==> src/rtl/stream_record_packer_if.sv <==
// AXI-Stream byte-lane bus between the record packer and the DMA write path.
interface stream_record_packer_if #(
    parameter int unsigned DATA_BUS_WIDTH_BYTES = 8
);
    logic [DATA_BUS_WIDTH_BYTES*8-1:0] tdata;
    logic [DATA_BUS_WIDTH_BYTES-1:0]   tkeep;
    logic                              tlast;
    logic                              tvalid;
    logic                              tready;

    modport master (output tdata, tkeep, tlast, tvalid, input tready);
    modport slave  (input tdata, tkeep, tlast, tvalid, output tready);
endinterface

==> src/rtl/stream_record_packer.sv <==
// Drains completed records from the element array in strict ring order and
// repacks them back-to-back into full-width stream beats; flush emits the residue.
module stream_record_packer #(
    parameter int unsigned DATA_BUS_WIDTH_BYTES = 8,
    parameter int unsigned MAX_RECORD_BYTES     = 34,
    parameter int unsigned NUM_SOURCES          = 4,
    localparam int unsigned LW = $clog2(MAX_RECORD_BYTES + 1)
) (
    input  logic                                          clk,
    input  logic                                          reset,
    input  logic [NUM_SOURCES-1:0][MAX_RECORD_BYTES-1:0][7:0] recData,
    input  logic [NUM_SOURCES-1:0][LW-1:0]                recLength,
    output logic [NUM_SOURCES-1:0]                        recTaken,
    input  logic                                          flushIn,
    output logic                                          errLength,
    stream_record_packer_if.master                        m
);
    localparam int unsigned W  = DATA_BUS_WIDTH_BYTES;
    localparam int unsigned CW = (W > 1) ? $clog2(W) : 1;
    localparam int unsigned AW = LW + 1;
    localparam int unsigned SW = (NUM_SOURCES > 1) ? $clog2(NUM_SOURCES) : 1;
    localparam int unsigned RB = MAX_RECORD_BYTES * 8;
    localparam int unsigned BB = W * 8;

    typedef enum logic [1:0] {IDLE, EMIT, FLUSH} state_t;

    state_t        state;
    logic [SW-1:0] src_sel;
    logic [RB-1:0] rec_buf;
    logic [LW-1:0] rec_rem;
    logic [BB-1:0] res_buf;
    logic [CW-1:0] res_cnt;
    logic          flush_pending;

    logic          out_free_c;
    logic [AW-1:0] avail_c;
    logic [AW-1:0] take_n_c;
    logic [BB-1:0] merged_c;
    logic [BB-1:0] lane_mask_c;
    logic [W-1:0]  flush_keep_c;
    logic [LW-1:0] sel_len_c;
    logic          clipped_c;

    // Residue lanes stay zero above res_cnt, so OR-ing the shifted record in merges them.
    always_comb begin
        out_free_c   = !m.tvalid || m.tready;
        avail_c      = AW'(rec_rem) + AW'(res_cnt);
        take_n_c     = AW'(W) - AW'(res_cnt);
        merged_c     = res_buf | (BB'(rec_buf) << {res_cnt, 3'b000});
        lane_mask_c  = '0;
        flush_keep_c = '0;
        for (int unsigned k = 0; k < W; k++) begin
            if (AW'(k) < avail_c) lane_mask_c[8*k +: 8] = 8'hFF;
            if (CW'(k) < res_cnt) flush_keep_c[k] = 1'b1;
        end
        sel_len_c = recLength[src_sel];
        clipped_c = sel_len_c > LW'(MAX_RECORD_BYTES);
    end

    always_ff @(posedge clk) begin
        if (reset) begin
            state         <= IDLE;
            src_sel       <= '0;
            rec_buf       <= '0;
            rec_rem       <= '0;
            res_buf       <= '0;
            res_cnt       <= '0;
            flush_pending <= 1'b0;
            recTaken      <= '0;
            errLength     <= 1'b0;
            m.tdata       <= '0;
            m.tkeep       <= '0;
            m.tlast       <= 1'b0;
            m.tvalid      <= 1'b0;
        end else begin
            recTaken      <= '0;
            flush_pending <= flush_pending | flushIn;
            if (m.tvalid && m.tready) m.tvalid <= 1'b0;

            case (state)
                IDLE: begin
                    if (flush_pending) begin
                        if (res_cnt != '0) state <= FLUSH;
                        else flush_pending <= flushIn;
                    end else if (sel_len_c != '0 && !recTaken[src_sel]) begin
                        rec_buf           <= recData[src_sel];
                        rec_rem           <= clipped_c ? LW'(MAX_RECORD_BYTES) : sel_len_c;
                        if (clipped_c) errLength <= 1'b1;
                        recTaken[src_sel] <= 1'b1;
                        src_sel           <= (src_sel == SW'(NUM_SOURCES - 1)) ? '0 : src_sel + SW'(1);
                        state             <= EMIT;
                    end
                end

                EMIT: begin
                    if (avail_c >= AW'(W)) begin
                        if (out_free_c) begin
                            m.tdata  <= merged_c;
                            m.tkeep  <= '1;
                            m.tlast  <= 1'b0;
                            m.tvalid <= 1'b1;
                            rec_buf  <= rec_buf >> {take_n_c, 3'b000};
                            rec_rem  <= rec_rem - LW'(take_n_c);
                            res_buf  <= '0;
                            res_cnt  <= '0;
                        end
                    end else begin
                        // Tail of the record becomes residue; bytes past its length are masked off.
                        res_buf <= merged_c & lane_mask_c;
                        res_cnt <= CW'(avail_c);
                        rec_rem <= '0;
                        state   <= IDLE;
                    end
                end

                FLUSH: begin
                    if (out_free_c) begin
                        m.tdata       <= res_buf;
                        m.tkeep       <= flush_keep_c;
                        m.tlast       <= 1'b1;
                        m.tvalid      <= 1'b1;
                        res_buf       <= '0;
                        res_cnt       <= '0;
                        flush_pending <= flushIn;
                        state         <= IDLE;
                    end
                end

                default: state <= IDLE;
            endcase
        end
    end
endmodule

==> src/flat_wrapper.sv <==
// flat-port wrapper written by rule: the top's interface ports become plain ports
module stream_record_packer_flat 
#(
    parameter int unsigned DATA_BUS_WIDTH_BYTES = 8,
    parameter int unsigned MAX_RECORD_BYTES     = 34,
    parameter int unsigned NUM_SOURCES          = 4,
    localparam int unsigned LW = $clog2(MAX_RECORD_BYTES + 1)
)
  (clk, reset, recData, recLength, recTaken, flushIn, errLength, m_tdata, m_tkeep, m_tlast, m_tvalid, m_tready);
  stream_record_packer_if #(.DATA_BUS_WIDTH_BYTES(DATA_BUS_WIDTH_BYTES)) m_i ();
  input  logic clk;
  input  logic reset;
  input  logic [NUM_SOURCES-1:0][MAX_RECORD_BYTES-1:0][7:0] recData;
  input  logic [NUM_SOURCES-1:0][LW-1:0] recLength;
  output logic [NUM_SOURCES-1:0] recTaken;
  input  logic flushIn;
  output logic errLength;
  output wire logic [$bits(m_i.tdata)-1:0] m_tdata;
  output wire logic [$bits(m_i.tkeep)-1:0] m_tkeep;
  output wire logic [$bits(m_i.tlast)-1:0] m_tlast;
  output wire logic [$bits(m_i.tvalid)-1:0] m_tvalid;
  input wire logic [$bits(m_i.tready)-1:0] m_tready;
  assign m_tdata = m_i.tdata;
  assign m_tkeep = m_i.tkeep;
  assign m_tlast = m_i.tlast;
  assign m_tvalid = m_i.tvalid;
  assign m_i.tready = m_tready;
  stream_record_packer #(.DATA_BUS_WIDTH_BYTES(DATA_BUS_WIDTH_BYTES), .MAX_RECORD_BYTES(MAX_RECORD_BYTES), .NUM_SOURCES(NUM_SOURCES)) u_core (.clk(clk), .reset(reset), .recData(recData), .recLength(recLength), .recTaken(recTaken), .flushIn(flushIn), .errLength(errLength), .m(m_i));
endmodule
==> config.mk <==
export PLATFORM = sky130hd
export DESIGN_NAME = stream_record_packer_flat
export DESIGN_NICKNAME = d
export VERILOG_FILES = /design/src/rtl/stream_record_packer_if.sv /design/src/rtl/stream_record_packer.sv /design/src/flat_wrapper.sv
export SDC_FILE = /design/constraint.sdc
export NUM_CORES = 2
export LEC_CHECK = 0
export BUFFER_PORTS_ARGS = -buffer_cell sky130_fd_sc_hd__buf_2
export CORE_AREA = 3 3 461 463
export DETAILED_ROUTE_END_ITERATION = 10
export DIE_AREA = 0 0 464 466
export GPL_ROUTABILITY_DRIVEN = 0
export HOLD_SLACK_MARGIN = 0.12
export PLACE_DENSITY = 0.39
export SLEW_MARGIN = 5
export SYNTH_ARGS = -nofsm -noshare
export SYNTH_HDL_FRONTEND = slang
export SYNTH_SLANG_ARGS = --single-unit
==> constraint.sdc <==
create_clock -name clk -period 6.72 [get_ports clk]
set_input_delay 0.672 -clock clk [delete_from_list [all_inputs] [get_ports clk]]
set_output_delay 0.672 -clock clk [all_outputs]
set_load 0.005 [all_outputs]
# Yosys cells after proc, flatten, opt, wreduce, memory -nomap -nowiden
# Cells that the tools add are included.
# Widths: inputs -> output; s select.
# word_totals
ff_bits	429
in_bits	1116
output_inout_bits	79
wordCells	143
# classes
addsub	4
magnitude_cmp	20
eq_ne	12
n_shift	2
muxes	68
bitwise	6
reduce_logical	18
# op_table
op	n
$mux 272	5
$bmux 272 s2	1
$pmux 272 s2	1
$mux 64	5
$shr 272x10->272	1
$pmux 64 s2	2
$mux 8	11
$and 64x64->64	1
$or 64x64->64	1
$shl 64x6->64	1
$mux 6	6
$lt 3x7->1 const A	4
$mux 1	19
$pmux 8 s2	1
$reduce_and 4->1	4
$lt 1x7->1 const A	2
$lt 2x7->1 const A	2
$bmux 6 s2	1
$lt 3x3->1 const A	4
$mux 2	6
$pmux 6 s2	1
$ne 2x1->1 const B	4
$add 6x3->7	1
$ge 7x4->1 const B	1
32 further kinds	45

# Longest topological paths before layout
# logic_depth
ltp_word	7
mapped_depth	20
ltp_nobuf	10

# Worst setup path before layout
# OpenSTA, ideal clock, no wires.
# synth_path
path_type	register to register
from	reg u_core.res_cnt[0]
to	reg u_core.rec_rem[5]
setup_ps	88
t_arrival_ps	4734
required_time_ps	6632
slack_ps	1898
stages_incl_launch_ff	19
path_buffers	9
synth_period_minus_slack_ps	4822
path_cell_list	dfxtp_1 > buf_2 > inv_1 > clkbuf_1 > buf_1 > clkbuf_1 > buf_1 > ha_1 > buf_2 > buf_2 > inv_2 > buf_1 > clkbuf_1 > ha_1 > a21o_1 > a311o_1 > o32ai_1 > a31oi_1 > o31ai_1
# synth_between
elab_chain_len	5
elab_cells_between_ends	9
cone_classes	add/sub: 3; order compare: 1; eq/ne: 1; mux: 3; reduce/logical: 1
# synth_rtl
item	line	rtl
start: declaration	stream_record_packer.sv:32	logic [CW-1:0] res_cnt;
start signal: assignment	stream_record_packer.sv:110	res_cnt <= CW'(avail_c);
$sub 4x3->5	stream_record_packer.sv:48	take_n_c = AW'(W) - AW'(res_cnt);
$sub 6x6->6	stream_record_packer.sv:103	rec_rem <= rec_rem - LW'(take_n_c);
$mux 6	stream_record_packer.sv:97	if (out_free_c) begin
$mux 6	stream_record_packer.sv:96	if (avail_c >= AW'(W)) begin
$pmux 6 s2	stream_record_packer.sv:80	case (state)
end signal: assignment	stream_record_packer.sv:87	rec_rem <= clipped_c ? LW'(MAX_RECORD_BYTES) : sel_len_c;
end signal: assignment	stream_record_packer.sv:103	
end: declaration	stream_record_packer.sv:30	logic [LW-1:0] rec_rem;
# Several ways; a longest one is shown, not always the timed one. The select of a mux whose other input is x is not followed.
# A chain may end at the register's enable or synchronous reset.

# Worst setup path in the final report
# layout_path
from	reg u_core.res_cnt[0]
to	reg u_core.rec_rem[4]
# Same word-level chain as after synthesis.

==> run_results.csv <==
group,metric,value,unit
timing,hold_viol,0,
routing,drc,0,
finish,num-nets-final,6007,
floorplanning,fp.dieH,466,um
finish,fillers,23000,
placement,dpl.hpwl,231000,um
finish,multi_input_area,26100,um^2
timing,relSlewSlack,11.4,%
yosys,synth_area,36500,um^2
timing,finalClockSkew,0.0556,ns
yosys,synth_enable_flop_cells,0,
global_route,grt_pass1_vias,38500,
floorplanning,coreArea,209000,um^2
setup_path,end_kind,"flop",
timing,fin_ws,2.27,ns
finish,stdcell_area,47500,um^2
setup_path,r2r_start,"u_core.res_cnt[0]",
min_path,min_from,"flushIn",
setup_path,r2r_cells,10,
clock_tree,cts_buffers,59,
setup_path,crit_type,"reg -> reg",
yosys,ys_ff_latch,429,
timing,hold_slack,0.234,ns
global_route,grt_max_degree,146,
yosys,synthFlopType,"dfxtp_1",
routing,wl_per_cell,36.1,um
yosys,async_flop_share,0,%
setup_path,reg2reg_slack,2.27,ns
finish,utilization,22.7,%
power,p_leak,18.0,nW
placement,dp_slack,2.24,ns
global_route,grt-ovfl-total,0,
global_route,grt_usage,24.7,%
finish,seq_area,8600,um^2
yosys,syn_inst,3963,
setup_path,path_max_fanout,64,
clock_tree,cts_tree,"yes",
floorplanning,die_x,464,um
setup_path,cp_slowest_cell,"dfxtp_4",
power,peakVddDrop,0.000308,V
global_route,antenna_found_initial,114,
clock_tree,clock-sinks,429,
min_path,min_path_type,"in -> reg",
setup_path,startpoint_type,"flop",
yosys,synthesis.nets,5097,
yosys,synth_area_leaders,"mux4_2 (29%), dfxtp_1 (24%), mux2i_1 (6.5%), nand2_1 (5.6%), a211oi_1 (5.0%)",
routing,firstDrtPassIters,6,
timing,period_share,66.3,%
yosys,syn_avg_cell_area,9.21,um^2
job,max-cap-violations,0,
clock_tree,clk_latency,0.70,ns
timing,rsz0062_at_grt,"no",
timing,worst_pin_slew,1.33,ns
min_path,hold_end,"u_core.flush_pending",
outcome,status,"complete, no violations",
yosys,synth_cell_types,64,
yosys,yosysTopAreaCell,"mux4_2",
clock_tree,ctsResizeCount,0,
setup_path,cp_cell_sequence,"inv_6 > ha_4 > ha_4 > clkinv_2 > ha_1 > a21o_1 > a21oi_1 > nor3b_1 > a21oi_1 > o32ai_1",
routing,via_count,40800,
routing,drt_iter0_markers,4491,
clock_tree,cts_hold_buf,0,
timing,fmax,224,MHz
routing,drt_wl_total,280000,um
timing,finalSetupTns,0,ns
clock_tree,cts_setup_buffers,0,
clock_tree,clockRootBuffer,"clkbuf_16",
setup_path,critPathArrivalTime,5.02,ns
yosys,yosysWarningCount,0,
routing,ant_nets,0,
clock_tree,clock_path_buffers,3,
timing,maxSlewViolCount,0,
yosys,synth_top_area_share,28.7,%
setup_path,worstPathRequired,7.28,ns
clock_tree,clk_pin_slew,0.06,ns
setup_path,slowest_delay,0.77,ns
placement,portBuffers,1194,
finish,drive_above_1_share,38.9,%
setup_path,r2r_end,"u_core.rec_rem[4]",
yosys,yosysSeqAreaShare,23.5,%
min_path,min_path_cells,3,
floorplanning,io_pins,1195,
global_route,grt_first_pass_wirelength,367000,um
floorplanning,die-area,216000,um^2
routing,viasPerCell,5.26,
timing,period_needed,4.45,ns
timing,report.final.setup_viol,0,
placement,place_area,45200,um^2
clock_tree,cts_htree_levels,2,
floorplanning,num_rows,168,
power,p_per_area,542,nW/um^2
finish,area_growth,30.0,%
floorplanning,initial_core_util,17.5,%
worst max-delay path by stage:
stage                            from             endpoint  slack, ns  depth (start not counted)
finish              u_core.res_cnt[0]    u_core.rec_rem[4]       2.27                         10
global route          u_core.state[1]  u_core.rec_buf[264]       1.89                         10
CTS                   u_core.state[1]  u_core.rec_buf[264]       2.18                         10
detailed placement  u_core.src_sel[0]  u_core.rec_buf[271]       2.24                          8
global placement    u_core.src_sel[0]  u_core.rec_buf[264]       2.20                          8
floorplan           u_core.res_cnt[0]    u_core.rec_rem[5]       1.90                         18
state kept, by name (all words and copies together) (netlist names):
register              cells
u_core.m.tvalid           1
u_core.m.tkeep            8
u_core.errLength          1
u_core.flush_pending      1
u_core.res_cnt            3
u_core.src_sel            2
u_core.rec_buf          272
u_core.state              2
u_core.m.tlast            1
u_core.recTaken           4
u_core.rec_rem            6
u_core.res_buf           64
u_core.m.tdata           64
cell families (layout without fill, tap and decap cells):
logic type               after synthesis  after routing  share of synthesized area, %
AND/OR/NAND/NOR                     1180           1180                          13.2
AO/OA/AOI/OAI                       1136           1136                          21.3
XOR/XNOR                               3              3                        0.0720
adder cells (fa/ha/maj)               18             18                         0.658
buffers and inverters                465           1426                          5.13
flip-flops                           429            429                          23.5
multiplexers                         732            732                          36.1
other                                  0             28                             0
cell usage after synthesis, types with 23 or more instances:
cell,n
o2bb2ai_1,32
inv_1,33
dfxtp_1,429
o21a_1,27
clkbuf_1,279
a221o_1,26
nand2_1,543
mux4_2,465
nor3_1,61
buf_2,95
a221oi_1,41
a22o_1,137
a21oi_1,333
buf_1,53
nand3_1,39
mux2i_1,236
mux2_2,31
a211oi_1,243
and2_1,33
o21ai_0,133
o211ai_1,23
nor2_1,440
report_power, final:
part           internal (mW)  switching [mW]  total, mW
clock network           2.11            1.42       3.53
registers               3.46            1.62       5.07
logic                   6.33            10.8       17.1
per-layer routing:
metal / track usage, % / part of all wire [%]
met5: 0 / 0.22
met4: 10.2 / 5.1
met3: 5.66 / 8.2
met2: 39.4 / 45
met1: 32.2 / 41
worst max-delay path, delay by kind of cell, from the launching register on:
kind                     cells  cell delay, ns
adder cells (fa/ha/maj)      3            1.45
flip-flops                   1            0.77
AND/OR/NAND/NOR              1            0.36
buffers and inverters        2            0.94
AO/OA/AOI/OAI                4            0.76
stage by stage:
| step | power, mW | std cells |
|---|---|---|
| after floorplan | 14.8 | 3963 |
| after global placement | 22.2 | 7617 |
| after detailed placement | 22.2 | 7617 |
| after CTS | 25.8 | 7729 |
| after global routing | 27.0 | 7739 |
| final | 25.7 | 7757 |
cell usage in the layout, fill, tap and decap left out, types with 26 or more instances in the layout:
| cell type | count |
|---|---|
| buf_2 | 1193 |
| nand2_1 | 543 |
| mux4_2 | 465 |
| nor2_1 | 435 |
| dfxtp_1 | 425 |
| a21oi_1 | 332 |
| a211oi_1 | 242 |
| mux2i_1 | 236 |
| a22o_1 | 137 |
| o21ai_0 | 133 |
| buf_4 | 65 |
| nor3_1 | 61 |
| clkbuf_16 | 61 |
| a221oi_1 | 41 |
| nand3_1 | 39 |
| and2_1 | 32 |
| o2bb2ai_1 | 32 |
| mux2_2 | 31 |
| inv_1 | 30 |
| diode_2 | 28 |
| o21a_1 | 27 |
| a221o_1 | 26 |
area by class of cell:
type / count / area share, %
Clock buffer: 79 / 3.63
Multi-Input combinational cell: 3069 / 55.1
Timing Repair Buffer: 1277 / 14.4
Inverter: 37 / 0.322
Tap cell: 2805 / 7.39
Clock inverter: 33 / 0.891
Sequential cell: 429 / 18.1
Antenna cell: 28 / 0.148
Note: power is estimated with default switching activity, not from simulation.
